===== src/rtl/cm3_out_stage_rr_param.sv =====
`default_nettype none
// ============================================================================
// cm3_out_stage_rr_param : AHB bus-matrix output stage, NUM_PORTS -> 1 slave
// Revision 1.0
// ============================================================================
module cm3_out_stage_rr_param #(
  parameter int NUM_PORTS = 4,
  parameter int AW        = 32,
  parameter int DW        = 32,
  parameter int ARB_MODE  = 0
) (
  input  logic                    HCLK,
  input  logic                    HRESETn,
  input  logic [NUM_PORTS-1:0]    sel_i,
  input  logic [NUM_PORTS-1:0]    held_tran_i,
  input  logic [NUM_PORTS*AW-1:0] addr_i,
  input  logic [NUM_PORTS*AW-1:0] auser_i,
  input  logic [NUM_PORTS*2-1:0]  trans_i,
  input  logic [NUM_PORTS-1:0]    write_i,
  input  logic [NUM_PORTS*3-1:0]  size_i,
  input  logic [NUM_PORTS*3-1:0]  burst_i,
  input  logic [NUM_PORTS*4-1:0]  prot_i,
  input  logic [NUM_PORTS*4-1:0]  master_i,
  input  logic [NUM_PORTS-1:0]    mastlock_i,
  input  logic [NUM_PORTS*DW-1:0] wdata_i,
  input  logic [NUM_PORTS*DW-1:0] wuser_i,
  input  logic                    HREADYOUTM,
  output logic [NUM_PORTS-1:0]    active_o,
  output logic                    HSELM,
  output logic [AW-1:0]           HADDRM,
  output logic [AW-1:0]           HAUSERM,
  output logic [1:0]              HTRANSM,
  output logic                    HWRITEM,
  output logic [2:0]              HSIZEM,
  output logic [2:0]              HBURSTM,
  output logic [3:0]              HPROTM,
  output logic [3:0]              HMASTERM,
  output logic                    HMASTLOCKM,
  output logic [DW-1:0]           HWDATAM,
  output logic [DW-1:0]           HWUSERM,
  output logic                    HREADYMUXM
);

  localparam int         c_IW         = (NUM_PORTS > 1) ? $clog2(NUM_PORTS) : 1;
  localparam logic [1:0] c_TRANS_BUSY = 2'b01;
  localparam logic [1:0] c_TRANS_SEQ  = 2'b11;

  logic [NUM_PORTS-1:0] w_req;
  logic                 w_hold;
  logic [NUM_PORTS-1:0] grant_q, grant_d;
  logic [NUM_PORTS-1:0] dport_q;
  logic [c_IW-1:0]      last_q, last_d;
  logic                 slave_sel_q;
  logic                 hsel_lock_q, hsel_lock_d;

  assign w_req      = held_tran_i & sel_i;
  assign active_o   = grant_q;
  assign HREADYMUXM = slave_sel_q ? HREADYOUTM : 1'b1;

  // Address phase follows the current grant; an unselected owner presents IDLE.
  always_comb begin
    HSELM      = 1'b0;
    HADDRM     = '0;
    HAUSERM    = '0;
    HTRANSM    = 2'b00;
    HWRITEM    = 1'b0;
    HSIZEM     = 3'b000;
    HBURSTM    = 3'b000;
    HPROTM     = 4'b0000;
    HMASTERM   = 4'b0000;
    HMASTLOCKM = 1'b0;
    for (int p = 0; p < NUM_PORTS; p++) begin
      if (grant_q[p]) begin
        HSELM      = sel_i[p];
        HADDRM     = addr_i[p*AW +: AW];
        HAUSERM    = auser_i[p*AW +: AW];
        HTRANSM    = sel_i[p] ? trans_i[p*2 +: 2] : 2'b00;
        HWRITEM    = write_i[p];
        HSIZEM     = size_i[p*3 +: 3];
        HBURSTM    = burst_i[p*3 +: 3];
        HPROTM     = prot_i[p*4 +: 4];
        HMASTERM   = master_i[p*4 +: 4];
        HMASTLOCKM = mastlock_i[p];
      end
    end
  end

  always_comb begin
    HWDATAM = '0;
    HWUSERM = '0;
    for (int p = 0; p < NUM_PORTS; p++) begin
      if (dport_q[p]) begin
        HWDATAM = wdata_i[p*DW +: DW];
        HWUSERM = wuser_i[p*DW +: DW];
      end
    end
  end

  // Locked sequences and mid-burst beats keep the current owner.
  always_comb begin
    int   idx;
    logic found;
    idx     = 0;
    found   = 1'b0;
    grant_d = grant_q;
    last_d  = last_q;
    w_hold  = (|grant_q) &
              ((HMASTLOCKM & (hsel_lock_q | HSELM)) |
               (HTRANSM == c_TRANS_BUSY) | (HTRANSM == c_TRANS_SEQ));
    if (!w_hold) begin
      grant_d = '0;
      for (int k = 0; k < NUM_PORTS; k++) begin
        idx = (ARB_MODE == 0) ? ((int'(last_q) + 1 + k) % NUM_PORTS) : k;
        if (!found && w_req[idx]) begin
          found        = 1'b1;
          grant_d[idx] = 1'b1;
          last_d       = c_IW'(idx);
        end
      end
    end
  end

  always_comb begin
    hsel_lock_d = hsel_lock_q;
    if (HSELM & HTRANSM[1] & HMASTLOCKM) begin
      hsel_lock_d = 1'b1;
    end else if (!HMASTLOCKM) begin
      hsel_lock_d = 1'b0;
    end
  end

  always_ff @(posedge HCLK or negedge HRESETn) begin
    if (!HRESETn) begin
      grant_q     <= '0;
      last_q      <= c_IW'(NUM_PORTS - 1);
      dport_q     <= '0;
      slave_sel_q <= 1'b0;
      hsel_lock_q <= 1'b0;
    end else if (HREADYMUXM) begin
      grant_q     <= grant_d;
      last_q      <= last_d;
      dport_q     <= grant_q;
      slave_sel_q <= HSELM;
      hsel_lock_q <= hsel_lock_d;
    end
  end

endmodule
`default_nettype wire


===== config.mk =====
export PLATFORM = sky130hd
export DESIGN_NAME = cm3_out_stage_rr_param
export DESIGN_NICKNAME = d
export VERILOG_FILES = /design/src/rtl/cm3_out_stage_rr_param.sv
export SDC_FILE = /design/constraint.sdc
export NUM_CORES = 1
export LEC_CHECK = 0
export BUFFER_PORTS_ARGS = -buffer_cell sky130_fd_sc_hd__buf_2
export CORE_AREA = 5 5 287 289
export CTS_BUF_LIST = sky130_fd_sc_hd__clkbuf_16
export CTS_CLUSTER_SIZE = 40
export DETAILED_ROUTE_END_ITERATION = 16
export DIE_AREA = 0 0 292 294
export GPL_TIMING_DRIVEN = 0
export SLEW_MARGIN = 25
export SYNTH_ARGS = -nofsm -noshare
export SYNTH_HDL_FRONTEND = slang
export SYNTH_SLANG_ARGS = --single-unit
export TNS_END_PERCENT = 30

===== constraint.sdc =====
create_clock -name HCLK -period 6.3 [get_ports HCLK]
set_input_delay 0.315 -clock HCLK [delete_from_list [all_inputs] [get_ports HCLK]]
set_output_delay 0.315 -clock HCLK [all_outputs]
set_load 0.1 [all_outputs]

== After elaboration in Yosys (flattened, before gate mapping) ==
Cells that the tools add are included.

* $add $sub $neg: 4
* Multiply operators: 0
* Divide/modulo/power cells: 0
* Magnitude comparators: 8
* Eq/ne operators: 3
* Shift-type cells: 0
* Multiplexer cells: 92
* Bitwise gates (word level): 16
* Reductions and logical operators: 19

{| class="wikitable"
|+ Operators with widths
! operator !! number
|-
| $mux 32 || 16
|-
| $mux 4 || 15
|-
| $mux 1 || 33
|-
| $mux 2 || 12
|-
| $mux 3 || 8
|-
| $lt 3x4->1 const B || 4
|-
| $ge 3x1->1 const B || 4
|-
| $or 4x4->4 || 3
|-
| $bmux 1 s2 || 4
|-
| $demux 1 s2 || 4
|-
| $reduce_or 2->1 || 4
|-
| $logic_and 1x1->1 || 7
|-
| $add 2x1->2 const B || 2
|-
| $add 2x2->2 const B || 2
|-
| $and 1x1->1 || 4
|-
| $and 1x1->1 const A || 4
|-
| $and 4x4->4 || 1
|-
| $reduce_and 2->1 || 2
|-
| $reduce_bool 4->1 || 1
|-
| $reduce_or 4->1 || 1
|-
| $logic_not 1->1 || 3
|-
| $or 1x1->1 || 3
|-
| $reduce_and 3->1 || 1
|-
| $eq 2x1->1 const B || 1
|-
| 3 further kinds || 3
|}

* Flip-flop bits (word level): 12
* Latch bits: 0
* Bits in writable memories: 0
* ROM bits: 0
* Bits of input ports: 595
* Output and inout bits: 152
* Logic and storage cells: 147
* Memories kept: 0

== Depth between registers and ports, before layout ==
* Depth after elaboration: 22
* Depth in mapped cells: 9
* Gate-level depth less buffers: 8

== Least setup slack after synthesis ==
No wires, ideal clock.

* Path type: register to output
* Start point: register grant_q[1], in the netlist active_o[1]
* End point: output port HAUSERM[0]
* Arrival: 4134 ps
* Required time: 5985 ps
* Path slack: 1851 ps
* Cell stages (with the launch flop): 8
* Path buffers: 3
* Cell sequence: dfrtp_1 > buf_4 > clkbuf_1 > clkbuf_1 > a22oi_1 > nor2_1 > a21oi_1 > o21ai_0

* Longest elaborated chain between the ends: 3

{| class="wikitable"
|+ RTL lines
! item !! RTL line !! source
|-
| from (decl) || 50 || <nowiki>logic [NUM_PORTS-1:0] grant_q, grant_d;</nowiki>
|-
| from (signal assigned) || 140 || <nowiki>grant_q <= grant_d;</nowiki>
|-
| $mux 32 (3 in series) || 73 || <nowiki>if (grant_q[p]) begin</nowiki>
|-
| to (decl) || 31 || <nowiki>output logic [AW-1:0] HAUSERM,</nowiki>
|}

No other way between the ends.

== Worst setup path after layout ==
* Start point: register grant_q[2], in the netlist active_o[2]
* End point: output port HADDRM[10]

* Longest elaborated chain between the ends: 2

{| class="wikitable"
|+ RTL lines
! item !! RTL line !! source
|-
| $mux 32 (2 in series) || 73 ||
|-
| to (decl) || 30 || <nowiki>output logic [AW-1:0] HADDRM,</nowiki>
|}

No other way between the ends.

==> qor.csv <==
stage;metric;value;unit
setup_path;crit_family;buffers and inverters;
min_path;holdCritStartpoint;mastlock_i[3];
min_path;hold_depth;3;
logic_synthesis;synth_edf_count;0;
sta;rsz0062_at_grt;no;
sta;final.min_clock_period;4.293;ns
clock_network;cts-resized-gates;0;
flow_run;maxCapViolCount;0;
logic_synthesis;synthFlopType;dfrtp_1;
logic_synthesis;synth_most_common_cell;nand2_1;
global_route;grt_pass1_vias;10396;
placed_design;routabilityCongestion;0.9535;
sta;finalSetupViolations;0;
route;drt_iter0_drc;642;
setup_path;required;5.98;ns
route;vias_per_cell;3.810;
clock_network;worstSkewPairLatency;0.25;ns
logic_synthesis;synth_top_area_cell;a22oi_1;
clock_network;cts.sinks;12;
clock_network;numCtsBuffers;3;
route;vias;10538;
status;status;finished clean;
setup_path;crit_chain;clkbuf_1, clkbuf_1, clkbuf_1, a21oi_1, o21ai_0, buf_2;
sta;hold_violations;0;
clock_network;post-cts-setup-buffers;0;
die;io_pins;747;
die;rows;104;
route;totalWireLength;66.90;mm
route;first_pass_iters;6;
logic_synthesis;synth_cell_types;42;
global_route;grt_start_max_net_pins;13;
setup_path;critPathLaunchType;register;
final_layout;final_nets;2302;
setup_path;worstPathMaxFanout;10;
logic_synthesis;ys_seq_elements;12;
sta;setup_tns;0;ns
clock_network;cts_buffer_depth;2;
setup_path;worstSetupPathType;reg2out;
setup_path;r2r_end;active_o[2];
global_route;grt_pass1_wl;85.25;mm
sta;worst_pin_slew;1.134;ns
sta;max-slew-margin-rel;0.2443;
die;start_util;0.06377;
logic_synthesis;ys_seq_area_frac;0.05962;
placed_design;dp_hpwl;60.30;mm
global_route;antenna_found_initial;24;
logic_synthesis;async_reset_ff_frac;1.000;
die;dieArea;0.08585;mm^2
setup_path;end_kind;output pin;
sta;slew_viol_final;0;
route;route.detailed.wl_per_inst;24.18;um
logic_synthesis;avgSynthCellArea;5.357;um^2
setup_path;crit_slowest_cell;clkbuf_1;
logic_synthesis;syn_area;0.005079;mm^2
global_route;track_usage;0.1425;
clock_network;root_buffer;clkbuf_16;
final_layout;drive_above_1_share;0.4573;
logic_synthesis;synth_top_area_share;0.2129;
setup_path;reg2reg_slack;3.42;ns
setup_path;timing.rr.start;active_o[2];
placed_design;port_buffers;746;
logic_synthesis;synthTopCellsByCount;163 x nand2_1, 156 x nor2_1, 155 x a21oi_1, 148 x o21ai_0, 144 x a22oi_1;
setup_path;worst-path-buf-inv;4;
min_path;hold_path_class;in2reg;
min_path;min_to;hsel_lock_q;
logic_synthesis;yosys_warnings;0;
route;drc;0;
clock_network;ctsHoldBuffers;1;
die;die_y;294;um
final_layout;area_growth;101.8;%
global_route;gr-total-overflow;0;
die;core-area;0.07964;mm^2
setup_path;cp_slowest_stage_delay;0.74;ns
die;die_w;292;um
logic_synthesis;synth_cells;948;
setup_path;worstRegToRegCells;5;
sta;fmax;0.2329;GHz
sta;fin_skew;0.003676;ns
clock_network;cts_tree;yes;
clock_network;htreeDepth;1;
route;postRouteAntennaNets;0;
setup_path;crit_arrival;3.98;ns
logic_synthesis;ys_top_cells_by_area;a22oi_1 21%, a21oi_1 15%, o21ai_0 15%, nand2_1 12%, nor2_1 12%;
logic_synthesis;syn-num-nets;1550;
setup_path;crit_path_frequent_cell;clkbuf_1;
sta;fin_crit_sh;0.6815;
clock_network;clk_pin_slew_worst_paths;0.06;ns
-- per-layer routing --
metal	wire length (um)	global-route usage
met3	6768	0.04385
met1	24990	0.1634
met2	33460	0.2608
met5	79	0
met4	1599	0.03025
-- tightest hold or removal path: stages --
cell and delay [ns]:
buf_2 0.09, a22oi_2 0.12, a21oi_1 0.15
-- worst max path at each step --
stage	start	endpoint	slack, ns	cells past startpoint
2_1_floorplan	active_o[1]	HAUSERM[0]	1.85	7
3_3_place_gp	active_o[3]	HADDRM[27]	1.91	6
3_5_place_dp	active_o[2]	HBURSTM[2]	2.01	6
4_1_cts	active_o[2]	HBURSTM[2]	1.73	6
5_1_grt	active_o[2]	HBURSTM[2]	1.68	6
6_report	active_o[2]	HADDRM[10]	2.01	6
-- registers in the layout, indices dropped and copies added, names as in the netlist --
register / flops
slave_sel_q: 1
last_q: 2
hsel_lock_q: 1
dport_q: 4
active_o: 4
-- cell usage in the layout, fill, tap and decap left out, drive strengths merged, types with 2 or more instances in the layout --
cell    instances
nand2         163
o211ai          2
dfrtp          10
nor2b           6
nand3b          2
nand3           7
a22oi         145
ha              7
clkbuf         84
nand2b          2
a21oi         157
nor2          156
a221oi          2
buf           766
nand4b          2
dfstp           2
inv             6
mux2            7
a31oi           9
diode           7
o21ai         149
-- cell families (layout without fill, tap and decap cells) --
family,count (synthesis),after routing,synth area share
AOI/OAI and AO/OA,470,470,0.5489
and+or+nand+nor,342,342,0.2666
buffers and inverters,107,858,0.08500
DFF,12,12,0.05962
adders and majority gates,8,8,0.01922
muxes,8,8,0.01897
xor gates and xnor gates,1,1,0.001725
other,0,7,0
-- area by class of cell --
type / instances / area (um^2)
Antenna cell: 7 / 17.52
Buffer: 101 / 411.6
Clock buffer: 3 / 75.07
Clock inverter: 1 / 3.754
Fill cell: 9446 / 69390
Inverter: 6 / 22.52
Multi-Input combinational cell: 829 / 4344
Sequential cell: 12 / 302.8
Tap cell: 1060 / 1326
Timing Repair Buffer: 747 / 3744
-- through the flow --
stage / util / worst slack (ns) / hold WS, ns / cells / cell area (um^2)
global placement: 0.1273 / 1.912 / 0.2429 / 2754 / 10140
CTS: 0.1285 / 1.729 / 0.4673 / 2759 / 10230
floorplan: - / 1.851 / 0.01941 / 948 / 5079
detailed placement: 0.1273 / 2.009 / 0.2429 / 2754 / 10140
finish: 0.1287 / 2.007 / 0.4741 / 2766 / 10250
global route: 0.1286 / 1.679 / 0.4889 / 2764 / 10240
Power is not shown: default switching activity piles up to over one toggle a cycle in this logic, so the estimate is an artifact.
